--- src/rtl/data_skid_pkg.sv ---
// data_skid_pkg
//   Shared definitions for the data skid stage: the occupancy state
//   encoding and the default payload width.
package data_skid_pkg;

  // Occupancy of the two-entry stage: no word, one word in main,
  // or main plus an extra word parked in skid.
  typedef enum logic [1:0] {
    EMPTY = 2'd0,
    ONE   = 2'd1,
    FULL  = 2'd2
  } skid_state_t;

  localparam int DATA_SKID_WIDTH = 32;

endpackage

--- src/rtl/data_skid_stage.sv ---
// data_skid_stage
//   Two-entry valid/ready pipeline stage. Both handshake outputs come
//   straight from flops, so out_ready never reaches in_ready through
//   logic. A word accepted while the consumer stalls is parked in the
//   skid register. When the consumer frees main, that word moves into main.
//
// Optional feature: define DATA_SKID_STATS_EN to add xfer_count, a
//   wrapping count of completed output transfers.
//
// Parameters:
//   WIDTH      payload width in bits (1..1024)
//   CNT_W      xfer_count width (only meaningful with DATA_SKID_STATS_EN)
// Ports:
//   clk        clock, rising edge
//   rst_n      asynchronous active-low reset
//   in_valid   upstream word valid
//   in_ready   stage can accept a word this cycle
//   in_data    upstream payload
//   out_valid  out_data holds a valid word
//   out_ready  consumer takes out_data this cycle
//   out_data   payload to the consumer
//   xfer_count completed output transfers (DATA_SKID_STATS_EN only)
module data_skid_stage
  import data_skid_pkg::*;
#(
  parameter int WIDTH = DATA_SKID_WIDTH,
  parameter int CNT_W = 16
) (
  input  logic             clk,
  input  logic             rst_n,
  input  logic             in_valid,
  output logic             in_ready,
  input  logic [WIDTH-1:0] in_data,
  output logic             out_valid,
  input  logic             out_ready,
  output logic [WIDTH-1:0] out_data
`ifdef DATA_SKID_STATS_EN
  ,
  output logic [CNT_W-1:0] xfer_count
`endif
);

  skid_state_t      state;
  logic [WIDTH-1:0] main_q;
  logic [WIDTH-1:0] skid_q;
  logic             in_fire;
  logic             out_fire;

  assign in_fire  = in_valid & in_ready;
  assign out_fire = out_valid & out_ready;
  assign out_data = main_q;

  // in_ready and out_valid are registered copies of the decode of the
  // next state. in_ready stays low through reset. It rises on the first
  // clock edge after reset is released.
  always_ff @(posedge clk or negedge rst_n) begin
    if (!rst_n) begin
      state     <= EMPTY;
      main_q    <= '0;
      skid_q    <= '0;
      in_ready  <= 1'b0;
      out_valid <= 1'b0;
    end else begin
      case (state)
        EMPTY: begin
          in_ready <= 1'b1;
          if (in_fire) begin
            main_q    <= in_data;
            state     <= ONE;
            out_valid <= 1'b1;
          end
        end
        ONE: begin
          if (in_fire && out_fire) begin
            main_q <= in_data;
          end else if (in_fire) begin
            skid_q   <= in_data;
            state    <= FULL;
            in_ready <= 1'b0;
          end else if (out_fire) begin
            state     <= EMPTY;
            out_valid <= 1'b0;
          end
        end
        FULL: begin
          if (out_fire) begin
            main_q   <= skid_q;
            state    <= ONE;
            in_ready <= 1'b1;
          end
        end
        default: begin
          state     <= EMPTY;
          in_ready  <= 1'b1;
          out_valid <= 1'b0;
        end
      endcase
    end
  end

`ifdef DATA_SKID_STATS_EN
  // Counts output transfers. It wraps naturally at 2^CNT_W.
  always_ff @(posedge clk or negedge rst_n) begin
    if (!rst_n) begin
      xfer_count <= '0;
    end else if (out_fire) begin
      xfer_count <= xfer_count + 1'b1;
    end
  end
`endif

endmodule

--- config.mk ---
export PLATFORM = sky130hd
export DESIGN_NAME = data_skid_stage
export DESIGN_NICKNAME = d
export VERILOG_FILES = /design/src/rtl/data_skid_pkg.sv /design/src/rtl/data_skid_stage.sv
export SDC_FILE = /design/constraint.sdc
export NUM_CORES = 1
export LEC_CHECK = 0
export BUFFER_PORTS_ARGS = -buffer_cell sky130_fd_sc_hd__buf_2
export CORE_ASPECT_RATIO = 0.8
export CORE_UTILIZATION = 46
export DETAILED_ROUTE_END_ITERATION = 10
export PLACE_DENSITY = 0.71
export SLEW_MARGIN = 0
export SYNTH_ARGS = -nofsm -noshare
export SYNTH_HDL_FRONTEND = slang
export SYNTH_SLANG_ARGS = --single-unit
--- constraint.sdc ---
create_clock -name clk -period 3.65 [get_ports clk]
set_input_delay 0.365 -clock clk [delete_from_list [all_inputs] [get_ports clk]]
set_output_delay 0.365 -clock clk [all_outputs]
set_load 0.05 [all_outputs]
# ---- After elaboration in Yosys (flattened, before gate mapping)
# Index checks and enable logic that the tools add are counted.
dict set report totals {
  register_bits 68
  word_cells 46
}
dict set report op_classes {
  n_eq_ne 10
  n_mux 19
  bitwise_logic 4
  reduce_logical 8
}
# cell n
set ops {}
lappend ops {{$mux W32} 3}
lappend ops {{$pmux W32 S3} 1}
lappend ops {{$ne A2 B2 Y1 const B} 7}
lappend ops {{$mux W2} 5}
lappend ops {{$reduce_and A4 Y1} 2}
lappend ops {{$mux W1} 7}
lappend ops {{$pmux W2 S3} 1}
lappend ops {{$reduce_and A3 Y1} 2}
lappend ops {{$reduce_and A5 Y1} 1}
lappend ops {{$ne A3 B3 Y1 const B} 1}
lappend ops {{$pmux W1 S3} 1}
lappend ops {{$reduce_bool A3 Y1} 1}
lappend ops {{$and A1 B1 Y1} 2}
lappend ops {{$eq A2 B1 Y1 const B} 1}
lappend ops {{$eq A2 B2 Y1 const B} 1}
lappend ops {{$logic_not A2 Y1} 1}
lappend ops {{$not A1 Y1} 2}
lappend ops {{$pmux W1 S2} 1}
lappend ops {{$logic_and A1 B1 Y1} 1}

# ---- Logic depth before layout (Yosys ltp)
dict set report logic_depth {
  ltp_word 5
  ltp_mapped 5
  mapped_depth_nobuf 3
}

# ---- Worst setup path before layout
# OpenSTA, ideal clock, no wires.
dict set report synth_path {
  path_kind {register to register}
  startpoint {register in_ready}
  endpoint {register main_q[14] (netlist: out_data[14])}
  setup_time_ps 128
  arrival_ps 1747
  path_slack_ps 1776
  stages_incl_launch_ff 5
  path_cell_list {dfrtp_1 -> nand2_1 -> o32ai_4 -> buf_6 -> mux2_1}
}
dict set report synth_between {
  elab_chain_cells 4
  elab_cells_between_ends 5
  classes_between {2 x eq/ne; 1 x bitwise; 2 x reduce/logical}
}
# element line
set synth_lines {}
lappend synth_lines {{start, declared} data_skid_stage.sv:32} ;# output logic in_ready,
lappend synth_lines {{start signal, assigned} data_skid_stage.sv:61} ;# in_ready <= 1'b0;
lappend synth_lines {{start signal, assigned} data_skid_stage.sv:66} ;# in_ready <= 1'b1;
lappend synth_lines {{start signal, assigned} data_skid_stage.sv:79} ;# in_ready <= 1'b0;
lappend synth_lines {{$and A1 B1 Y1 (*)} data_skid_stage.sv:49} ;# assign in_fire = in_valid & in_ready;
lappend synth_lines {{$logic_and A1 B1 Y1} data_skid_stage.sv:74} ;# if (in_fire && out_fire) begin
lappend synth_lines {{$ne A2 B2 Y1 (no line)} n/a}
lappend synth_lines {{$reduce_and A4 Y1 (no line) (*)} n/a}
lappend synth_lines {{end signal, assigned} data_skid_stage.sv:68} ;# main_q <= in_data;
lappend synth_lines {{end signal, assigned} data_skid_stage.sv:75} ;# main_q <= in_data;
lappend synth_lines {{end signal, assigned} data_skid_stage.sv:87} ;# main_q <= skid_q;
lappend synth_lines {{end, declared} data_skid_stage.sv:44} ;# logic [WIDTH-1:0] main_q;
# Mark *: on every way between the ends. The rest lies on a longest branch, timed or not.
# A chain may end at the register's enable or synchronous reset.

# ---- Worst setup path after layout
dict set report layout_path {
  startpoint {register state[1]}
  endpoint {register main_q[11] (netlist: out_data[11])}
}
dict set report layout_between {
  elab_chain_cells 3
  elab_cells_between_ends 9
  classes_between {5 x eq/ne; 1 x mux; 3 x reduce/logical}
}
# element line
set layout_lines {}
lappend layout_lines {{start, declared} data_skid_stage.sv:43} ;# skid_state_t state;
lappend layout_lines {{start signal, assigned} data_skid_stage.sv:58} ;# state <= EMPTY;
lappend layout_lines {{start signal, assigned} data_skid_stage.sv:69} ;# state <= ONE;
lappend layout_lines {{start signal, assigned} data_skid_stage.sv:78} ;# state <= FULL;
lappend layout_lines {{$eq A2 B1 Y1, or another cell as far along} data_skid_stage.sv:64} ;# case (state)
lappend layout_lines {{$ne A2 B2 Y1 (no line) or $reduce_bool A3 Y1 (tied branches)} n/a}
lappend layout_lines {{$reduce_and A4 Y1 (no line)} n/a}
# Parallel ways exist; a longest one is shown, timed or not.

==> flow_summary_export.csv <==
group,metric,value,unit
timing,fin_crit_sh,54.2,%
die,ioPinCount,70,
global_route,grt_antenna_before_repair,0,
final_layout,area_growth,18.0,%
power,p_int,0.00259,W
power,powerDensity,1100,nW/um2
placement,hpwl,3820,um
clock_tree,clk_pin_slew_worst_paths,0.08,ns
clock_tree,cts_tree,"yes",
synthesis,synth_seq_cells,68,
critical_path,worst-r2r-setup-slack,1.67,ns
synthesis,synthDominantCellAreaShare,51.5,%
routing,route.detailed.drc,0,
clock_tree,cts_resized,0,
routing,vias,1813,
critical_path,criticalPathCategory,"flop to flop",
power,p_seq_share,31.9,%
timing,relSlewSlack,43.0,%
critical_path,crit_arrival,2.20,ns
final_layout,fin_area,3900,um2
final_layout,fin_nets,305,
clock_tree,h-tree-depth,3,
power,p_leak,1.88,nW
global_route,grt_overflow,0,
routing,drt_iter0_drc,44,
die,start_util,47.8,%
final_layout,utilization,56.4,%
final_layout,num_antenna_cells,0,
routing,ant_nets,0,
synthesis,synth.distinct_cells,22,
power,vdd.ir_drop.worst,0.556,mV
power,p_clk_share,17.7,%
run_status,status,"finished clean",
power,p_sw,0.00172,W
clock_tree,clock_sinks,68,
timing,grt_setup_unrepaired,"no",
timing,fmax,505,MHz
synthesis,syn_area_per_cell,17.0,um2
critical_path,reg2reg_depth,4,
timing,clock_skew,0.0118,ns
timing,hold_violations,0,
critical_path,rr_endpoint,"out_data[11]",
critical_path,crit_path_start,"state[1]",
final_layout,drive_gt1_share,69.0,%
routing,avgRoutedWirePerCell,15.8,um
die,die_area,7530,um2
critical_path,worst_ep_required_time,3.87,ns
power,p_comb_share,50.4,%
critical_path,start_kind,"flop",
clock_tree,cts-root-buf,"clkbuf_8",
timing,setup_slack,1.67,ns
global_route,grt_max_degree,69,
timing,hold_ws,0.121,ns
global_route,grt_pass1_vias,1956,
clock_tree,cts_buffers,9,
synthesis,yosysSeqAreaShare,51.5,%
global_route,track_usage,16.6,%
timing,tightest_slew,0.852,ns
critical_path,path_max_fanout,15,
routing,totalWireLength,5700,um
die,floorplan.rows,27,
die,core_region_area,6930,um2
synthesis,yosysWarningCount,0,
job,cap_viol_max_count,0,
clock_tree,hold_buffers,0,
synthesis,syn_area,3310,um2
die,die_w,96.8,um
placement,placement.io_buffers,69,
min_path,hp-class,"primary input to async pin",
die,dieHeight,77.8,um
placement,pre_cts_slack,1.68,ns
placement,gp_congestion,0.682,
routing,viasPerCell,5.02,
synthesis,synth_largest_area_cell,"dfrtp_1",
timing,post-route-min-period,1.98,ns
clock_tree,post_cts_buffers,0,
clock_tree,clk_path_buf_depth,2,
power,switching_share,39.9,%
global_route,grt_pass1_wl,9670,um
critical_path,cp-endpoint,"out_data[11]",
synthesis,syn_nets,231,
timing,drv_slew,0,
synthesis,syn_inst,195,
placement,place_area,3650,um2
clock_tree,clk_latency,0.34,ns
timing,setup_viol,0,
timing,setup_tns,0,ns
critical_path,cp-end-kind,"flop",
critical_path,r2r_start,"state[1]",
synthesis,synth_top_cells_by_area,"dfrtp_1 51%, mux2_4 26%, mux2_2 13%",
routing,firstDrtPassIters,4,
## flip-flops by register name, summed over array words and instances (netlist names)
name       flops
out_data      32
skid_q        32
state          2
in_ready       1
out_valid      1
## how the worst min path moves through the flow
stage	start	cells past startpoint	slack, ns	end
floorplan	rst_n	0	0.07	in_ready
global placement	out_data[14]	1	0.47	out_data[14]
detailed placement	out_data[14]	1	0.48	out_data[14]
CTS	rst_n	1	0.15	out_data[3]
global route	rst_n	1	0.18	out_data[3]
finish	rst_n	1	0.12	skid_q[3]
## final cells by class
class / count / area, um2
fillers: 587 / 3020
flip-flops and latches: 68 / 1700
multi-input cells: 115 / 1460
repair buffers: 73 / 378
clock buffers: 10 / 138
clock inverters: 6 / 111
well taps: 87 / 109
inverters: 2 / 7.51
## critical path: stages (launching register included)
cell and delay (ns):
dfrtp_1 0.49, nor2b_4 0.40, buf_4 0.37, mux2_4 0.33
mux2_4 0.25
## metrics by stage
step,cells,power (W)
final,361,0.00430
after global routing,361,0.00453
after CTS,361,0.00435
after detailed placement,345,0.00358
after global placement,345,0.00351
after floorplan,195,0.00323
## cell usage after synthesis
| cell type | number |
|---|---|
| mux2_1 | 1 |
| o21ai_0 | 1 |
| nand2b_1 | 1 |
| a21boi_0 | 1 |
| mux2_2 | 37 |
| o32a_1 | 1 |
| o22ai_1 | 1 |
| inv_1 | 2 |
| nand2_2 | 1 |
| buf_6 | 7 |
| mux2_4 | 58 |
| and2_1 | 1 |
| o32ai_4 | 1 |
| nor2b_4 | 1 |
| nand2_1 | 5 |
| and3b_2 | 1 |
| a211o_1 | 1 |
| dfrtp_1 | 68 |
| a21oi_1 | 1 |
| mux2i_1 | 1 |
| buf_12 | 3 |
| a21boi_4 | 1 |
## placed cells by master, fill, tap and decap left out, types with 2 or more instances in the layout
cell / synthesis / final
nand2_1: 5 / 5
bufinv_16: 0 / 3
dfrtp_1: 68 / 68
mux2_4: 58 / 58
clkbuf_8: 0 / 10
buf_2: 0 / 68
inv_1: 2 / 2
buf_4: 0 / 5
mux2_2: 37 / 37
## power by group through the flow
stage	registers [W]	clock network [W]	logic (W)
6_report	0.00138	0.000761	0.00217
5_1_grt	0.00143	0.000812	0.00229
4_1_cts	0.00138	0.000780	0.00220
3_5_place_dp	0.00139	0	0.00219
3_3_place_gp	0.00136	0	0.00215
2_1_floorplan	0.00202	0	0.00121
## metal layers
metal | track usage (%) | wire length [um]
met1 | 20.1 | 2530
met2 | 27.5 | 2810
met3 | 5.41 | 271
met4 | 6.72 | 93
met5 | 0 | 0
## logic make-up (layout without fill, tap and decap cells)
group | Yosys count | count (layout) | synth area share, %
flip-flops | 68 | 68 | 51.5
buffers and inverters | 12 | 91 | 4.43
multiplexers | 97 | 97 | 39.6
AND/OR/NAND/NOR | 10 | 10 | 1.85
AO/OA/AOI/OAI | 8 | 8 | 2.69
Power figures use the tool's default switching activity.
